`config.mk`:
```
export PLATFORM = sky130hd
export DESIGN_NAME = feature_aggregator
export DESIGN_NICKNAME = d
export VERILOG_FILES = /design/src/rtl/gnn_pkg.sv /design/src/rtl/agg_lane.sv /design/src/rtl/feature_aggregator.sv
export SDC_FILE = /design/constraint.sdc
export NUM_CORES = 1
export LEC_CHECK = 0
export CORE_MARGIN = 1
export CORE_UTILIZATION = 60
export DETAILED_ROUTE_END_ITERATION = 8
export PLACE_DENSITY = 0.86
export SETUP_SLACK_MARGIN = 0.05
export SLEW_MARGIN = 20
export SYNTH_ARGS = -nofsm -noshare
export SYNTH_HDL_FRONTEND = slang
export SYNTH_SLANG_ARGS = --single-unit
```
`constraint.sdc`:
```
create_clock -name clk -period 7.2 [get_ports clk]
set_input_delay 2.16 -clock clk [delete_from_list [all_inputs] [get_ports clk]]
set_output_delay 2.16 -clock clk [all_outputs]
set_load 0.03 [all_outputs]
```
`src/rtl/gnn_pkg.sv`:
```
// rtl/gnn_pkg.sv - shared widths, aggregator state encoding and feature vector type
package gnn_pkg;

  localparam int FEAT_SIZE   = 5;
  localparam int MAC_IN_SIZE = 5;
  localparam int MAX_NBR     = 16;

  typedef enum logic [1:0] {
    ACCUM = 2'd0,
    EMIT  = 2'd1,
    DRAIN = 2'd2
  } agg_state_t;

  typedef logic signed [FEAT_SIZE-1:0] feat_t;
  typedef feat_t [3:0] feat_vec_t;

endpackage

```
`src/rtl/agg_lane.sv`:
```
// rtl/agg_lane.sv - one signed accumulator lane with saturating clamp to the MAC width
module agg_lane #(
  parameter int FEAT_SIZE   = gnn_pkg::FEAT_SIZE,
  parameter int MAC_IN_SIZE = gnn_pkg::MAC_IN_SIZE,
  parameter int ACC_SIZE    = gnn_pkg::FEAT_SIZE + $clog2(gnn_pkg::MAX_NBR)
) (
  input  logic                          clk,
  input  logic                          rst_n,
  input  logic                          clr,
  input  logic                          add,
  input  logic signed [FEAT_SIZE-1:0]   f,
  output logic signed [MAC_IN_SIZE-1:0] x,
  output logic                          clamped
);

  localparam logic signed [ACC_SIZE-1:0] HI = ACC_SIZE'((2 ** (MAC_IN_SIZE - 1)) - 1);
  localparam logic signed [ACC_SIZE-1:0] LO = ACC_SIZE'(-(2 ** (MAC_IN_SIZE - 1)));

  logic signed [ACC_SIZE-1:0] acc;

  // Accumulate sign-extended features; clear wins over add.
  always_ff @(posedge clk) begin
    if (!rst_n) begin
      acc <= '0;
    end else if (clr) begin
      acc <= '0;
    end else if (add) begin
      acc <= acc + {{(ACC_SIZE - FEAT_SIZE){f[FEAT_SIZE-1]}}, f};
    end
  end

  // Saturate the running sum into the MAC input range and flag any clamp.
  always_comb begin
    clamped = 1'b0;
    x       = acc[MAC_IN_SIZE-1:0];
    if (acc > HI) begin
      x       = HI[MAC_IN_SIZE-1:0];
      clamped = 1'b1;
    end else if (acc < LO) begin
      x       = LO[MAC_IN_SIZE-1:0];
      clamped = 1'b1;
    end
  end

endmodule

```
`src/rtl/feature_aggregator.sv`:
```
// rtl/feature_aggregator.sv - per-node neighbour feature summation feeding the MAC
module feature_aggregator #(
  parameter int FEAT_SIZE   = gnn_pkg::FEAT_SIZE,
  parameter int MAC_IN_SIZE = gnn_pkg::MAC_IN_SIZE,
  parameter int MAX_NBR     = gnn_pkg::MAX_NBR,
  parameter int ACC_SIZE    = FEAT_SIZE + $clog2(MAX_NBR),
  parameter int CNT_SIZE    = $clog2(MAX_NBR) + 1
) (
  input  logic                          clk,
  input  logic                          rst_n,
  input  logic                          nbr_valid,
  output logic                          nbr_ready,
  input  logic                          nbr_last,
  input  logic signed [FEAT_SIZE-1:0]   f0,
  input  logic signed [FEAT_SIZE-1:0]   f1,
  input  logic signed [FEAT_SIZE-1:0]   f2,
  input  logic signed [FEAT_SIZE-1:0]   f3,
  output logic signed [MAC_IN_SIZE-1:0] x0,
  output logic signed [MAC_IN_SIZE-1:0] x1,
  output logic signed [MAC_IN_SIZE-1:0] x2,
  output logic signed [MAC_IN_SIZE-1:0] x3,
  output logic                          in_ready,
  output logic [CNT_SIZE-1:0]           nbr_count,
  output logic                          sat,
  output logic                          len_err
);

  import gnn_pkg::*;

  agg_state_t          state, state_nxt;
  logic [CNT_SIZE-1:0] cnt;
  logic                force_q;
  logic                accept;
  logic                at_limit;
  logic                lane_add;
  logic                lane_clr;

  logic signed [FEAT_SIZE-1:0]   f_lane     [4];
  logic signed [MAC_IN_SIZE-1:0] x_lane     [4];
  logic                          clamp_lane [4];

  assign f_lane[0] = f0;
  assign f_lane[1] = f1;
  assign f_lane[2] = f2;
  assign f_lane[3] = f3;

  // Ready is a pure state decode: only the single EMIT cycle stalls the stream.
  always_comb begin
    nbr_ready = (state != EMIT);
  end

  assign accept   = nbr_valid && nbr_ready;
  assign at_limit = (cnt == CNT_SIZE'(MAX_NBR - 1));
  assign lane_add = accept && (state == ACCUM);
  assign lane_clr = (state == EMIT);

  for (genvar i = 0; i < 4; i++) begin : g_lane
    agg_lane #(
      .FEAT_SIZE  (FEAT_SIZE),
      .MAC_IN_SIZE(MAC_IN_SIZE),
      .ACC_SIZE   (ACC_SIZE)
    ) u_lane (
      .clk    (clk),
      .rst_n  (rst_n),
      .clr    (lane_clr),
      .add    (lane_add),
      .f      (f_lane[i]),
      .x      (x_lane[i]),
      .clamped(clamp_lane[i])
    );
  end

  // State register.
  always_ff @(posedge clk) begin
    if (!rst_n) state <= ACCUM;
    else        state <= state_nxt;
  end

  // Next state: close on last or at the neighbour limit; a forced close drains the rest.
  always_comb begin
    state_nxt = state;
    case (state)
      ACCUM:   if (accept && (nbr_last || at_limit)) state_nxt = EMIT;
      EMIT:    state_nxt = force_q ? DRAIN : ACCUM;
      DRAIN:   if (accept && nbr_last) state_nxt = ACCUM;
      default: state_nxt = ACCUM;
    endcase
  end

  // Beat count and forced-close flag for the node being accumulated.
  always_ff @(posedge clk) begin
    if (!rst_n) begin
      cnt     <= '0;
      force_q <= 1'b0;
    end else if (state == EMIT) begin
      cnt     <= '0;
      force_q <= 1'b0;
    end else if (lane_add) begin
      cnt <= cnt + 1'b1;
      if (at_limit && !nbr_last) force_q <= 1'b1;
    end
  end

  // Capture the node result during EMIT; it holds until the next node closes.
  always_ff @(posedge clk) begin
    if (!rst_n) begin
      x0        <= '0;
      x1        <= '0;
      x2        <= '0;
      x3        <= '0;
      nbr_count <= '0;
      sat       <= 1'b0;
      len_err   <= 1'b0;
      in_ready  <= 1'b0;
    end else begin
      in_ready <= (state == EMIT);
      if (state == EMIT) begin
        x0        <= x_lane[0];
        x1        <= x_lane[1];
        x2        <= x_lane[2];
        x3        <= x_lane[3];
        nbr_count <= cnt;
        sat       <= clamp_lane[0] | clamp_lane[1] | clamp_lane[2] | clamp_lane[3];
        len_err   <= force_q;
      end
    end
  end

endmodule

```
# Word-level counts from Yosys, hierarchy flattened
# Cells that the tools add are included.
[totals]
mem_bits_ro = 0
latchBits = 0
n_memories = 0
wordCells = 69
mem_bits_rw = 0
ff_bits = 72
inputBits = 24
[classes]
order_cmp = 8
eq_ne = 6
div = 0
mux = 20
shifts = 0
n_addsub = 5
reduce_logical = 11
multipliers = 0
n_bitwise = 4
[op_table]
columns = ["operator", "count"]
rows = [
  ["5-bit two-way mux", 8],
  ["9-bit adder", 4],
  ["9-bit by 5-bit greater-than comparator with 1-bit output (second input constant)", 4],
  ["9-bit by 5-bit less-than comparator with 1-bit output (second input constant)", 4],
  ["1-bit two-way mux", 8],
  ["2-bit two-way mux", 3],
  ["2-bit one-hot mux with 3 select lines", 1],
  ["5-bit by 1-bit adder with 5-bit output (second input constant)", 1],
  ["5-bit by 4-bit equality test with 1-bit output (second input constant)", 1],
  ["1-bit logical AND", 5],
  ["2-bit by 1-bit inequality test with 1-bit output (second input constant)", 2],
  ["2-bit AND reduction", 2],
  ["1-bit OR", 3],
  ["2-bit by 1-bit equality test with 1-bit output (second input constant)", 1],
  ["2-bit equality test (second input constant)", 1],
  ["2-bit logical NOT", 1],
  ["2-bit inequality test (second input constant)", 1],
  ["2-bit OR reduction", 1],
  ["1-bit logical NOT", 1],
  ["1-bit logical OR", 1],
  ["1-bit inverter", 1],
]

# Longest topological paths before layout
# Gate-level depths: netlist of run 1.
[logic_depth]
ltp_word = 6
mapped_depth = 7

# Hierarchy
# Synthesis of run 1 repeated with hierarchy kept, for this count alone.
[hier_totals]
cells_unflattened = 533
area_unflattened_um2 = 4530.6
[modules_own_cells]
columns = ["mod", "n_inst", "area_per_inst_um2", "seq_area_each_um2", "cells_per_inst"]
rows = [
  ["agg_lane", 4, 792.0, 180.2, 94],
  ["feature_aggregator", 1, 1362.6, 720.7, 157],
]

# Worst setup path after synthesis of run 1
# OpenSTA, ideal clock, no wires.
[synth_timing]
path_type = "in2reg"
startpoint = "input f1[0]"
endpoint = "register g_lane[1].u_lane.acc[8]"
slack_ns = 3.355
t_arrival_ns = 3.777
stages = 7
required_ns = 7.133
path_cell_list = "ha_1 -> fa_1 -> a211oi_2 -> nor2_1 -> o221a_1 -> or3_1 -> a21oi_2"
[synth_via]
elab_chain_cells = 1
[synth_lines]
columns = ["element", "line_no", "source"]
rows = [
  ["start, declared", "feature_aggregator.sv:15", "input logic signed [FEAT_SIZE-1:0] f1,"],
  ["9-bit adder", "agg_lane.sv:28", "acc <= acc + {{(ACC_SIZE - FEAT_SIZE){f[FEAT_SIZE-1]}}, f};"],
  ["end signal, assigned", "agg_lane.sv:28", ""],
  ["end, declared", "agg_lane.sv:19", "logic signed [ACC_SIZE-1:0] acc;"],
]
# No other way between the ends.
# A chain may end at the register's enable or synchronous reset.

# Final worst setup path of run 1
[layout_timing]
startpoint = "register state[1]"
endpoint = "output nbr_ready"
[layout_via]
elab_chain_cells = 1
[layout_lines]
columns = ["element", "line_no", "source"]
rows = [
  ["start, declared", "feature_aggregator.sv:30", "agg_state_t state, state_nxt;"],
  ["start signal, assigned", "feature_aggregator.sv:76", "else state <= state_nxt;"],
  ["2-bit by 1-bit inequality test with 1-bit output", "feature_aggregator.sv:49", "nbr_ready = (state != EMIT);"],
  ["end, declared", "feature_aggregator.sv:12", "output logic nbr_ready,"],
]
# No other way between the ends.

==> results.py, run 1 <==
metrics = {
    "run_status": {
        "run_status": "finished with violations",
        "violated_checks": "design-rule violations",
    },
    "sta": {
        "setup_repair_after_global_routing_missed_its_margin": "false",
        "final.min_clock_period_ns": 4.141,
        "timing.slew.headroom": 0.3692,
        "final.setup_skew_ns": 0.007977,
        "timing.final.max_slew_violations": 0,
        "timing_worst_slew_pin_value_ns": 0.9462,
        "final.setup.tns_ns": 0,
        "maxClockFrequency_mhz": 241.5,
        "timing.final.setup_violations": 0,
        "share_of_the_clock_period_used_by_the_worst_path_after_layout": 0.5752,
        "holdWs_ns": 0.4370,
        "final_hold_vio_count": 0,
    },
    "routing": {
        "vias": 3827,
        "postRouteWirelength_mm": 9.564,
        "initialDrtViolationCount": 184,
        "drt.antenna.violating_nets": 0,
        "avgViaCountPerCell": 5.961,
        "first_pass_iters": 6,
        "remaining_drc_errors": 5,
        "routedWlPerCell_um": 14.90,
    },
    "clocking": {
        "cts_resized": 0,
        "h_tree_level_count": 3,
        "tritoncts_clock_tree": "built",
        "holdBufCountCts": 0,
        "ctsLongestPathBuffers": 2,
        "cts.reportedPaths.clkPinSlew_ns": 0.08,
        "postcts_setup_bufs": 0,
        "cts_buffers": 9,
        "root_buffer": "sky130_fd_sc_hd__clkbuf_8",
        "clock-sinks": 72,
        "worst_skew_pair.late_latency_ns": 0.35,
    },
    "synth": {
        "async_flop_share": 0,
        "synth.distinct_cells": 43,
        "postSynth.topFlopCell": "sky130_fd_sc_hd__dfxtp_1",
        "ys_ff_latch": 72,
        "synth.avg_cell_area_um2": 7.942,
        "postSynthCellCount": 512,
        "syn_area_mm2": 0.004066,
        "synth_fp_nets": 574,
        "synth.top_cells.by_area": "sky130_fd_sc_hd__dfxtp_1 (35%), sky130_fd_sc_hd__nand2_1 (11%), sky130_fd_sc_hd__ha_1 (10%)",
        "post_synth_top_area_share": 0.3545,
        "most_common_cell_in_the_synthesized_netlist": "sky130_fd_sc_hd__nand2_1",
        "yosysTopAreaCell": "sky130_fd_sc_hd__dfxtp_1",
        "top_cells_by_instance_count_after_synthesis": "sky130_fd_sc_hd__nand2_1 (121), sky130_fd_sc_hd__dfxtp_1 (72), sky130_fd_sc_hd__o21ai_0 (47)",
        "synth.yosys.seq_area_share": 0.3545,
        "yosysWarnings": 0,
        "post_synth_edffs": 0,
    },
    "setup_path": {
        "critical_path.endpoint_type": "output port",
        "crit_buf_inv": 2,
        "ff2ff_setup_slack_ns": 5.00,
        "critical_path.startpoint": "state[1]",
        "timing.critical_path.slowest_stage_cell": "sky130_fd_sc_hd__clkdlybuf4s50_1",
        "cp_num_cells": 3,
        "critPathCapture": "nbr_ready",
        "crit_family": "buffers and inverters",
        "timing_worst_setup_path_type": "reg -> out",
        "critical_path.reg2reg.endpoint": "g_lane[1].u_lane.acc[6]",
        "path_cells": "and2b_4 > inv_2 > clkdlybuf4s50_1",
        "critical_path_arrival_ns": 1.98,
        "crit-reg2reg-launch": "state[1]",
        "start_kind": "register",
        "reg2regPathDepth": 5,
        "timing.critical_path.slowest_cell_delay_ns": 0.72,
        "required_ns": 5.04,
        "cp_max_fo": 14,
    },
    "power_and_ir_drop": {
        "pwr_density_cell_mw_per_mm2": 225.4,
        "worst_ir_drop_vdd_mv": 0.1214,
        "cellLeakagePower_nw": 2.115,
    },
    "global_routing": {
        "grt_use_total": 0.2820,
        "first_pass_grt_wire_length_mm": 16.13,
        "grt_antenna_before_repair": 0,
        "grt-ovfl-total": 0,
        "grt_start_max_net_pins": 41,
        "via_count_of_the_first_global_routing_pass": 3546,
    },
    "die": {
        "core-area_mm2": 0.006459,
        "placement_rows": 29,
        "die-height_um": 84.33,
        "floorplan.initialDensity": 0.6296,
        "dieArea_mm2": 0.007111,
        "boundaryPins": 53,
        "die_width_um": 84.33,
    },
    "final_layout": {
        "flow.area_growth_from_synthesis_pct": 19.82,
        "nFillCells": 497,
        "post_route_cells_drive_above_1_share": 0.04956,
        "final_net_count": 622,
        "antennaDiodeCount": 0,
    },
    "placement": {
        "gp_congestion": 0.9265,
        "io_buffer_count": 52,
        "detailed_place_hpwl_mm": 6.800,
    },
    "worst_hold_path": {
        "hold_path.class": "reg -> reg",
        "holdCritStartpoint": "x0[2]",
    },
    "job": {
        "cap_viol_max_count": 0,
    },
}
==> per-stage QoR <==
step	total power (W)	area [um^2]	worst slack, ns	util	instances
after floorplan	0.0006352	4066	3.355	-	512
after global placement	0.0006975	4628	2.838	0.7166	626
after detailed placement	0.0007079	4628	2.796	0.7166	626
after CTS	0.001097	4872	3.066	0.7544	642
after global routing	0.001149	4872	2.996	0.7544	642
final	0.001098	4872	3.059	0.7544	642
==> how the worst min path moves through the flow <==
stage	end	slack, ns	depth (start not counted)
after global routing	x3[2]	0.46	2
after detailed placement	x0[2]	0.43	2
after CTS	x0[2]	0.44	2
final	x0[2]	0.44	2
after floorplan	force_q	0.44	2
after global placement	x1[2]	0.42	2
==> worst reg2reg max path: stages, from the launching register on <==
cell	delay, ns
sky130_fd_sc_hd__dfxtp_1	0.43
sky130_fd_sc_hd__and2b_4	0.27
sky130_fd_sc_hd__inv_2	0.21
sky130_fd_sc_hd__and2_1	0.80
sky130_fd_sc_hd__and3_1	0.29
sky130_fd_sc_hd__a221o_1	0.15
==> kinds of logic (layout without fill, tap and decap cells) <==
logic type,Yosys count,in the layout,synth area share
DFF,72,72,0.3545
buffers and inverters,29,82,0.03077
AOI/OAI and AO/OA,140,140,0.2151
muxes,8,8,0.01969
xor gates and xnor gates,9,9,0.01939
and+or+nand+nor,216,216,0.2363
adders and majority gates,38,38,0.1243
==> layout make-up <==
type                       count  area (um^2)  share of cell area
inverter                      11        41.29            0.008475
multi-input combinational    411         2506              0.5144
clock inverter                 7        120.1             0.02465
clock buffer                   9        123.9             0.02542
timing repair buffer          55        543.0              0.1115
tap                           77        96.34             0.01977
sequential                    72         1441              0.2958
==> power breakdown <==
group,switching (W),internal (W)
clock network,0.000163,0.000231
registers,0.0000276,0.000426
logic,0.000144,0.000106
total,0.000335,0.000763
==> placed cells by master, fill, tap and decap left out, types with 3 or more instances in the layout <==
cell type / netlist / layout
sky130_fd_sc_hd__a21o_1: 5 / 5
sky130_fd_sc_hd__xnor2_1: 6 / 6
sky130_fd_sc_hd__nor2_1: 39 / 39
sky130_fd_sc_hd__fa_1: 4 / 4
sky130_fd_sc_hd__clkdlybuf4s50_1: 0 / 52
sky130_fd_sc_hd__or3_1: 9 / 9
sky130_fd_sc_hd__a211oi_1: 10 / 10
sky130_fd_sc_hd__nand4_1: 6 / 6
sky130_fd_sc_hd__o21ai_0: 47 / 47
sky130_fd_sc_hd__nand3_1: 3 / 3
sky130_fd_sc_hd__dfxtp_1: 72 / 72
sky130_fd_sc_hd__o311ai_1: 3 / 3
sky130_fd_sc_hd__nor4_1: 6 / 6
sky130_fd_sc_hd__a221o_1: 3 / 3
sky130_fd_sc_hd__nor3_1: 7 / 7
sky130_fd_sc_hd__nor2b_1: 4 / 4
sky130_fd_sc_hd__a21oi_1: 40 / 40
sky130_fd_sc_hd__mux2i_1: 8 / 8
sky130_fd_sc_hd__ha_1: 34 / 34
sky130_fd_sc_hd__o211ai_1: 7 / 7
sky130_fd_sc_hd__nor3b_1: 5 / 5
sky130_fd_sc_hd__nand2_1: 121 / 121
sky130_fd_sc_hd__bufinv_16: 0 / 3
sky130_fd_sc_hd__a21boi_0: 13 / 13
sky130_fd_sc_hd__xor2_1: 3 / 3
sky130_fd_sc_hd__buf_4: 1 / 3
sky130_fd_sc_hd__o211a_1: 3 / 3
sky130_fd_sc_hd__a211oi_2: 3 / 3
sky130_fd_sc_hd__clkbuf_8: 0 / 9
sky130_fd_sc_hd__inv_1: 10 / 10
sky130_fd_sc_hd__and3_1: 8 / 8
==> metal layers <==
layer	routed length, um	up-vias	track usage
li1	-	1907	-
met1	4327	1812	0.3490
met2	4728	101	0.4948
met3	416	7	0.04228
met4	91	0	0.1097
met5	0	-	0
==> state kept, by name, indices dropped and copies added, names as in the netlist <==
| signal | flops |
|---|---|
| g_lane.u_lane.acc | 36 |
| cnt | 5 |
| nbr_count | 5 |
| x0 | 5 |
| x1 | 5 |
| x2 | 5 |
| x3 | 5 |
| state | 2 |
| force_q | 1 |
| in_ready | 1 |
| len_err | 1 |
| sat | 1 |
Note: power is estimated with default switching activity, not from simulation.
==> run 2, diff against run 1 <==
- CORE_UTILIZATION: 60 -> 56
- PLACE_DENSITY: 0.86 -> 0.81
- clock period: 7.2 -> 4.1 ns (I/O delays scaled with it)
==> run 2 against run 1 <==
The run now ends clean. Clock-buffer cell count did not move. Non-clock buffer count rose by 2. Sequential share of layout area fell by 0.23 points. Sequential cell count did not move. Total power rose by 76%. Combinational power rose by 76%. Via count fell by 0.76%. Sequential power rose by 75%. Wire length rose by 0.29%.
==> results.py, run 2 (synthesized netlist as in run 1, its figures left out) <==
metrics = {
    "run_status": {
        "run_status": "finished, final reports clean",
    },
    "sta": {
        "setup_repair_after_global_routing_missed_its_margin": "false",
        "timing.final.max_slew_violations": 0,
        "timing.final.setup_violations": 0,
        "worst_slack_ns": 0.8933,
        "share_of_the_clock_period_used_by_the_worst_path_after_layout": 0.7821,
        "final.min_clock_period_ns": 3.207,
        "final.setup_skew_ns": 0.006300,
        "timing.slew.headroom": 0.3743,
        "final_hold_vio_count": 0,
        "final.setup.tns_ns": 0,
        "timing_worst_slew_pin_value_ns": 0.9385,
        "maxClockFrequency_mhz": 311.8,
    },
    "global_routing": {
        "first_pass_grt_wire_length_mm": 16.33,
        "grt-ovfl-total": 0,
        "grt_use_total": 0.2754,
        "via_count_of_the_first_global_routing_pass": 3574,
        "grt_start_max_net_pins": 32,
        "grt_antenna_before_repair": 0,
    },
    "final_layout": {
        "nFillCells": 568,
        "number_of_flip_flops_under_the_largest_register_name": 36,
        "register_name_with_the_most_flops": "g_lane.u_lane.acc",
        "finish.utilization": 0.7111,
        "post_route_cells_drive_above_1_share": 0.05291,
        "most-common-layout-cells": "sky130_fd_sc_hd__nand2_1 (121), sky130_fd_sc_hd__dfxtp_1 (72), sky130_fd_sc_hd__clkdlybuf4s50_1 (52)",
        "flow.area_growth_from_synthesis_pct": 20.77,
        "most_common_cell_after_layout_fill_and_taps_aside": "sky130_fd_sc_hd__nand2_1",
        "final_net_count": 624,
        "antennaDiodeCount": 0,
    },
    "power_and_ir_drop": {
        "power_frac_clock": 0.358,
        "switchingPower_w": 0.0005872,
        "share_seq_of_total_power": 0.413,
        "pwr_density_cell_mw_per_mm2": 392.8,
        "pwr-share-comb": 0.229,
        "power.internal_w": 0.001342,
        "cellLeakagePower_nw": 2.125,
        "worst_ir_drop_vdd_mv": 0.2063,
        "p_sw_frac": 0.3044,
    },
    "die": {
        "dieArea_mm2": 0.007606,
        "die-height_um": 87.22,
        "core-area_mm2": 0.006907,
        "boundaryPins": 53,
        "floorplan.initialDensity": 0.5888,
        "placement_rows": 30,
        "die_width_um": 87.22,
    },
    "routing": {
        "avgViaCountPerCell": 5.729,
        "first_pass_iters": 4,
        "postRouteWirelength_mm": 9.592,
        "remaining_drc_errors": 0,
        "vias": 3798,
        "drt.antenna.violating_nets": 0,
        "routedWlPerCell_um": 14.47,
        "initialDrtViolationCount": 189,
    },
    "clocking": {
        "h_tree_level_count": 3,
        "ctsLongestPathBuffers": 2,
        "tritoncts_clock_tree": "built",
        "postcts_setup_bufs": 0,
        "cts_buffers": 9,
        "root_buffer": "sky130_fd_sc_hd__clkbuf_8",
        "holdBufCountCts": 0,
        "worst_skew_pair.late_latency_ns": 0.35,
        "clock-sinks": 72,
        "cts.reportedPaths.clkPinSlew_ns": 0.08,
        "cts_resized": 0,
    },
    "setup_path": {
        "timing.critical_path.slowest_stage_cell": "sky130_fd_sc_hd__clkdlybuf4s50_1",
        "critical_path.reg2reg.endpoint": "g_lane[3].u_lane.acc[8]",
        "crit-reg2reg-launch": "g_lane[3].u_lane.acc[0]",
        "timing_worst_setup_path_type": "reg -> out",
        "required_ns": 2.87,
        "critical_path_arrival_ns": 1.98,
        "crit_family": "buffers and inverters",
        "start_kind": "register",
        "critical_path.endpoint_type": "output port",
        "critical_path.startpoint": "state[1]",
        "cp_max_fo": 14,
        "ff2ff_setup_slack_ns": 1.93,
        "timing.critical_path.slowest_cell_delay_ns": 0.72,
        "reg2regPathDepth": 7,
        "path_cells": "and2b_4 > inv_2 > clkdlybuf4s50_1",
        "crit_buf_inv": 2,
    },
    "placement": {
        "gp_congestion": 0.9023,
        "io_buffer_count": 52,
        "pre_cts_slack_ns": 0.5971,
        "detailed_place_hpwl_mm": 6.919,
    },
    "job": {
        "cap_viol_max_count": 0,
    },
    "worst_hold_path": {
        "holdCritStartpoint": "x3[2]",
        "hold_path.class": "reg -> reg",
        "worst_hold_path.endpoint": "x3[2]",
        "cell_depth_of_the_worst_hold_path": 2,
    },
}
[run 2: changes by cell type in the layout (fill, tap and decap cells not counted)]
cell,delta
sky130_fd_sc_hd__buf_4,+2
[run 2: worst max-delay path by stage]
stage	endpoint	slack, ns	cells after the start
after floorplan	g_lane[1].u_lane.acc[8]	1.19	7
after global placement	g_lane[3].u_lane.acc[8]	0.68	8
after detailed placement	g_lane[2].u_lane.acc[8]	0.60	8
after CTS	nbr_ready	0.89	3
after global routing	g_lane[3].u_lane.acc[8]	0.76	8
final	nbr_ready	0.89	3
[run 2: final cells by class]
type                       count  area (um^2)  area share
multi-input combinational    411         2506      0.5103
sequential                    72         1441      0.2935
timing repair buffer          57        558.0      0.1136
clock buffer                   9        123.9     0.02522
clock inverter                 7        120.1     0.02446
tap                           96        120.1     0.02446
inverter                      11        41.29    0.008408
[run 2: layer usage]
layer | global-route usage | wire length [um] | vias up
met1 | 0.3513 | 4341 | 1741
met3 | 0.03791 | 544 | 17
li1 | - | - | 1921
met5 | 0 | 0 | -
met4 | 0.1073 | 155 | 0
met2 | 0.4717 | 4551 | 119
[run 2: tightest hold or removal path, cell delays in order (launching register included)]
cell and delay (ns):
sky130_fd_sc_hd__dfxtp_1 0.31, sky130_fd_sc_hd__nand2_1 0.05, sky130_fd_sc_hd__nand2_1 0.04
[run 2: power by group through the flow]
| stage | Combinational [W] | Clock, W | Sequential, W |
|---|---|---|---|
| floorplan | 0.000296 | 0 | 0.000819 |
| CTS | 0.000439 | 0.000691 | 0.000795 |
| global placement | 0.000419 | 0 | 0.000809 |
| detailed placement | 0.000436 | 0 | 0.000811 |
| finish | 0.000442 | 0.000691 | 0.000796 |
| global route | 0.000495 | 0.000726 | 0.000804 |
[run 2: through the flow]
stage,area [um^2],hold slack (ns),instances,total power (W)
floorplan,4066,0.4367,512,0.001115
global placement,4667,0.4244,647,0.001228
detailed placement,4667,0.4282,647,0.001247
CTS,4911,0.4390,663,0.001925
global route,4911,0.4568,663,0.002025
finish,4911,0.4365,663,0.001929
==> run 3, diff against run 2 <==
- clock period: 4.1 -> 3.26 ns (I/O delays scaled with it)
==> run 3 against run 2 <==
Global-route usage is 0.38 points lower. Die area stayed put. Register-to-register slack worse by 0.82 ns. Via count is 0.18% higher. Clock skew is 0.0021 ns higher. Largest power group unchanged. Total power is 30% higher. Clock-buffer cell count stayed put. Sequential power is 26% higher. Sequential cell count stayed put. Final cell count is 0.30% higher.
==> results.py, run 3 (synthesized netlist as in run 1, its figures left out) <==
metrics = {
    "die": {
        "die_width_um": 87.22,
        "dieArea_mm2": 0.007606,
        "die-height_um": 87.22,
        "core-area_mm2": 0.006907,
        "floorplan.initialDensity": 0.5888,
        "boundaryPins": 53,
        "placement_rows": 30,
    },
    "power_and_ir_drop": {
        "total_power_w": 0.002503,
        "worst_ir_drop_vdd_mv": 0.2866,
        "p_sw_frac": 0.2935,
        "power_frac_clock": 0.377,
        "pwr-share-comb": 0.223,
        "pwr_density_cell_mw_per_mm2": 504.5,
        "share_seq_of_total_power": 0.400,
        "power.internal_w": 0.001768,
        "cellLeakagePower_nw": 2.146,
        "switchingPower_w": 0.0007348,
    },
    "clocking": {
        "root_buffer": "sky130_fd_sc_hd__clkbuf_8",
        "cts_buffers": 9,
        "worst_skew_pair.late_latency_ns": 0.35,
        "tritoncts_clock_tree": "built",
        "holdBufCountCts": 0,
        "h_tree_level_count": 3,
        "postcts_setup_bufs": 0,
        "clock-sinks": 72,
        "cts.reportedPaths.clkPinSlew_ns": 0.08,
        "ctsLongestPathBuffers": 2,
        "cts_resized": 0,
    },
    "sta": {
        "share_of_the_clock_period_used_by_the_worst_path_after_layout": 0.9096,
        "timing_worst_slew_pin_value_ns": 0.7631,
        "maxClockFrequency_mhz": 337.2,
        "final.min_clock_period_ns": 2.965,
        "final.setup_skew_ns": 0.008401,
        "timing.final.setup_violations": 0,
        "setup_repair_after_global_routing_missed_its_margin": "false",
        "final_hold_vio_count": 0,
        "final.setup.tns_ns": 0,
        "timing.final.max_slew_violations": 0,
        "timing.slew.headroom": 0.4894,
    },
    "setup_path": {
        "cp_max_fo": 14,
        "crit_family": "buffers and inverters",
        "required_ns": 2.28,
        "start_kind": "register",
        "ff2ff_setup_slack_ns": 1.11,
        "timing_worst_setup_path_type": "reg -> out",
        "path_cells": "and2b_4 > inv_2 > clkdlybuf4s50_1",
        "timing.critical_path.slowest_stage_cell": "sky130_fd_sc_hd__clkdlybuf4s50_1",
        "timing.critical_path.slowest_cell_delay_ns": 0.72,
        "crit_buf_inv": 2,
        "critical_path.endpoint_type": "output port",
        "critical_path_arrival_ns": 1.99,
    },
    "placement": {
        "io_buffer_count": 52,
        "dp.cells": 649,
        "gp_congestion": 0.9014,
        "detailed_place_hpwl_mm": 6.937,
    },
    "final_layout": {
        "nFillCells": 595,
        "most-common-layout-cells": "sky130_fd_sc_hd__nand2_1 (121), sky130_fd_sc_hd__dfxtp_1 (72), sky130_fd_sc_hd__clkdlybuf4s50_1 (52)",
        "antennaDiodeCount": 0,
        "most_common_cell_after_layout_fill_and_taps_aside": "sky130_fd_sc_hd__nand2_1",
        "post_route_cells_drive_above_1_share": 0.05624,
        "final_net_count": 626,
        "flow.area_growth_from_synthesis_pct": 22.03,
        "register_name_with_the_most_flops": "g_lane.u_lane.acc",
        "number_of_flip_flops_under_the_largest_register_name": 36,
        "layout.cells.non_filler": 665,
    },
    "global_routing": {
        "grt_use_total": 0.2716,
        "via_count_of_the_first_global_routing_pass": 3587,
        "first_pass_grt_wire_length_mm": 16.02,
        "grt_start_max_net_pins": 31,
        "grt-ovfl-total": 0,
        "grt_antenna_before_repair": 0,
    },
    "job": {
        "cap_viol_max_count": 0,
    },
    "routing": {
        "highest_layer": "met4",
        "routedWlPerCell_um": 14.65,
        "postRouteWirelength_mm": 9.739,
        "routed-wl-met3_um": 514,
        "avgViaCountPerCell": 5.722,
        "remaining_drc_errors": 0,
        "first_pass_iters": 4,
        "wl_met2_mm": 4.759,
        "initialDrtViolationCount": 209,
        "vias": 3805,
        "wl_met1_mm": 4.309,
        "drt.antenna.violating_nets": 0,
    },
    "run_status": {
        "run_status": "finished, final reports clean",
    },
    "worst_hold_path": {
        "hold_path.class": "reg -> reg",
    },
}
[run 3: cell types whose count changed in the layout (fill, tap and decap cells not counted), sizes merged]
cell / before / now
buf: 5 / 7
clkinv: 3 / 1
bufinv: 3 / 4
clkinvlp: 1 / 2
[run 3: area by class of cell]
class | count | area, um^2 | area share
clock buffer | 9 | 123.9 | 0.02496
timing repair buffer | 59 | 585.6 | 0.1180
sequential | 72 | 1441 | 0.2905
multi-input combinational | 411 | 2506 | 0.5050
inverter | 11 | 41.29 | 0.008321
clock inverter | 7 | 143.9 | 0.02900
tap | 96 | 120.1 | 0.02421
[run 3: path summary, 6_finish.rpt]
path | from | end | cells after the start
setup reg to reg | g_lane[3].u_lane.acc[0] | g_lane[3].u_lane.acc[6] | 7
setup / recovery | state[1] | nbr_ready | 3
hold reg to reg | x3[0] | x3[0] | 2
hold / removal | x3[0] | x3[0] | 2
[run 3: stage by stage]
stage	hold slack [ns]	setup WS, ns	area (um^2)	util
final	0.4366	0.2946	4962	0.7185
after global routing	0.4560	0.2183	4962	0.7185
after CTS	0.4397	0.2764	4962	0.7185
after detailed placement	0.4281	0.03787	4695	0.6797
after global placement	0.4235	0.08796	4695	0.6797
after floorplan	0.4367	0.5974	4066	-
[run 3: power by group through the flow]
| stage | registers [W] | clock network (W) | logic [W] |
|---|---|---|---|
| after global routing | 0.00101 | 0.000993 | 0.000621 |
| after detailed placement | 0.00102 | 0 | 0.000550 |
| final | 0.00100 | 0.000944 | 0.000557 |
| after floorplan | 0.00103 | 0 | 0.000373 |
| after CTS | 0.00100 | 0.000955 | 0.000555 |
| after global placement | 0.00102 | 0 | 0.000532 |
[run 3: worst min-delay path: stages (launching register included)]
cell and delay [ns]:
sky130_fd_sc_hd__dfxtp_1 0.31, sky130_fd_sc_hd__nand2_1 0.05, sky130_fd_sc_hd__nand2_1 0.04
[run 3: per-layer routing]
| metal | up-vias | GRT usage |
|---|---|---|
| met4 | 0 | 0.1162 |
| met2 | 113 | 0.4732 |
| met5 | - | 0 |
| met3 | 17 | 0.04171 |
| li1 | 1914 | - |
| met1 | 1761 | 0.3333 |
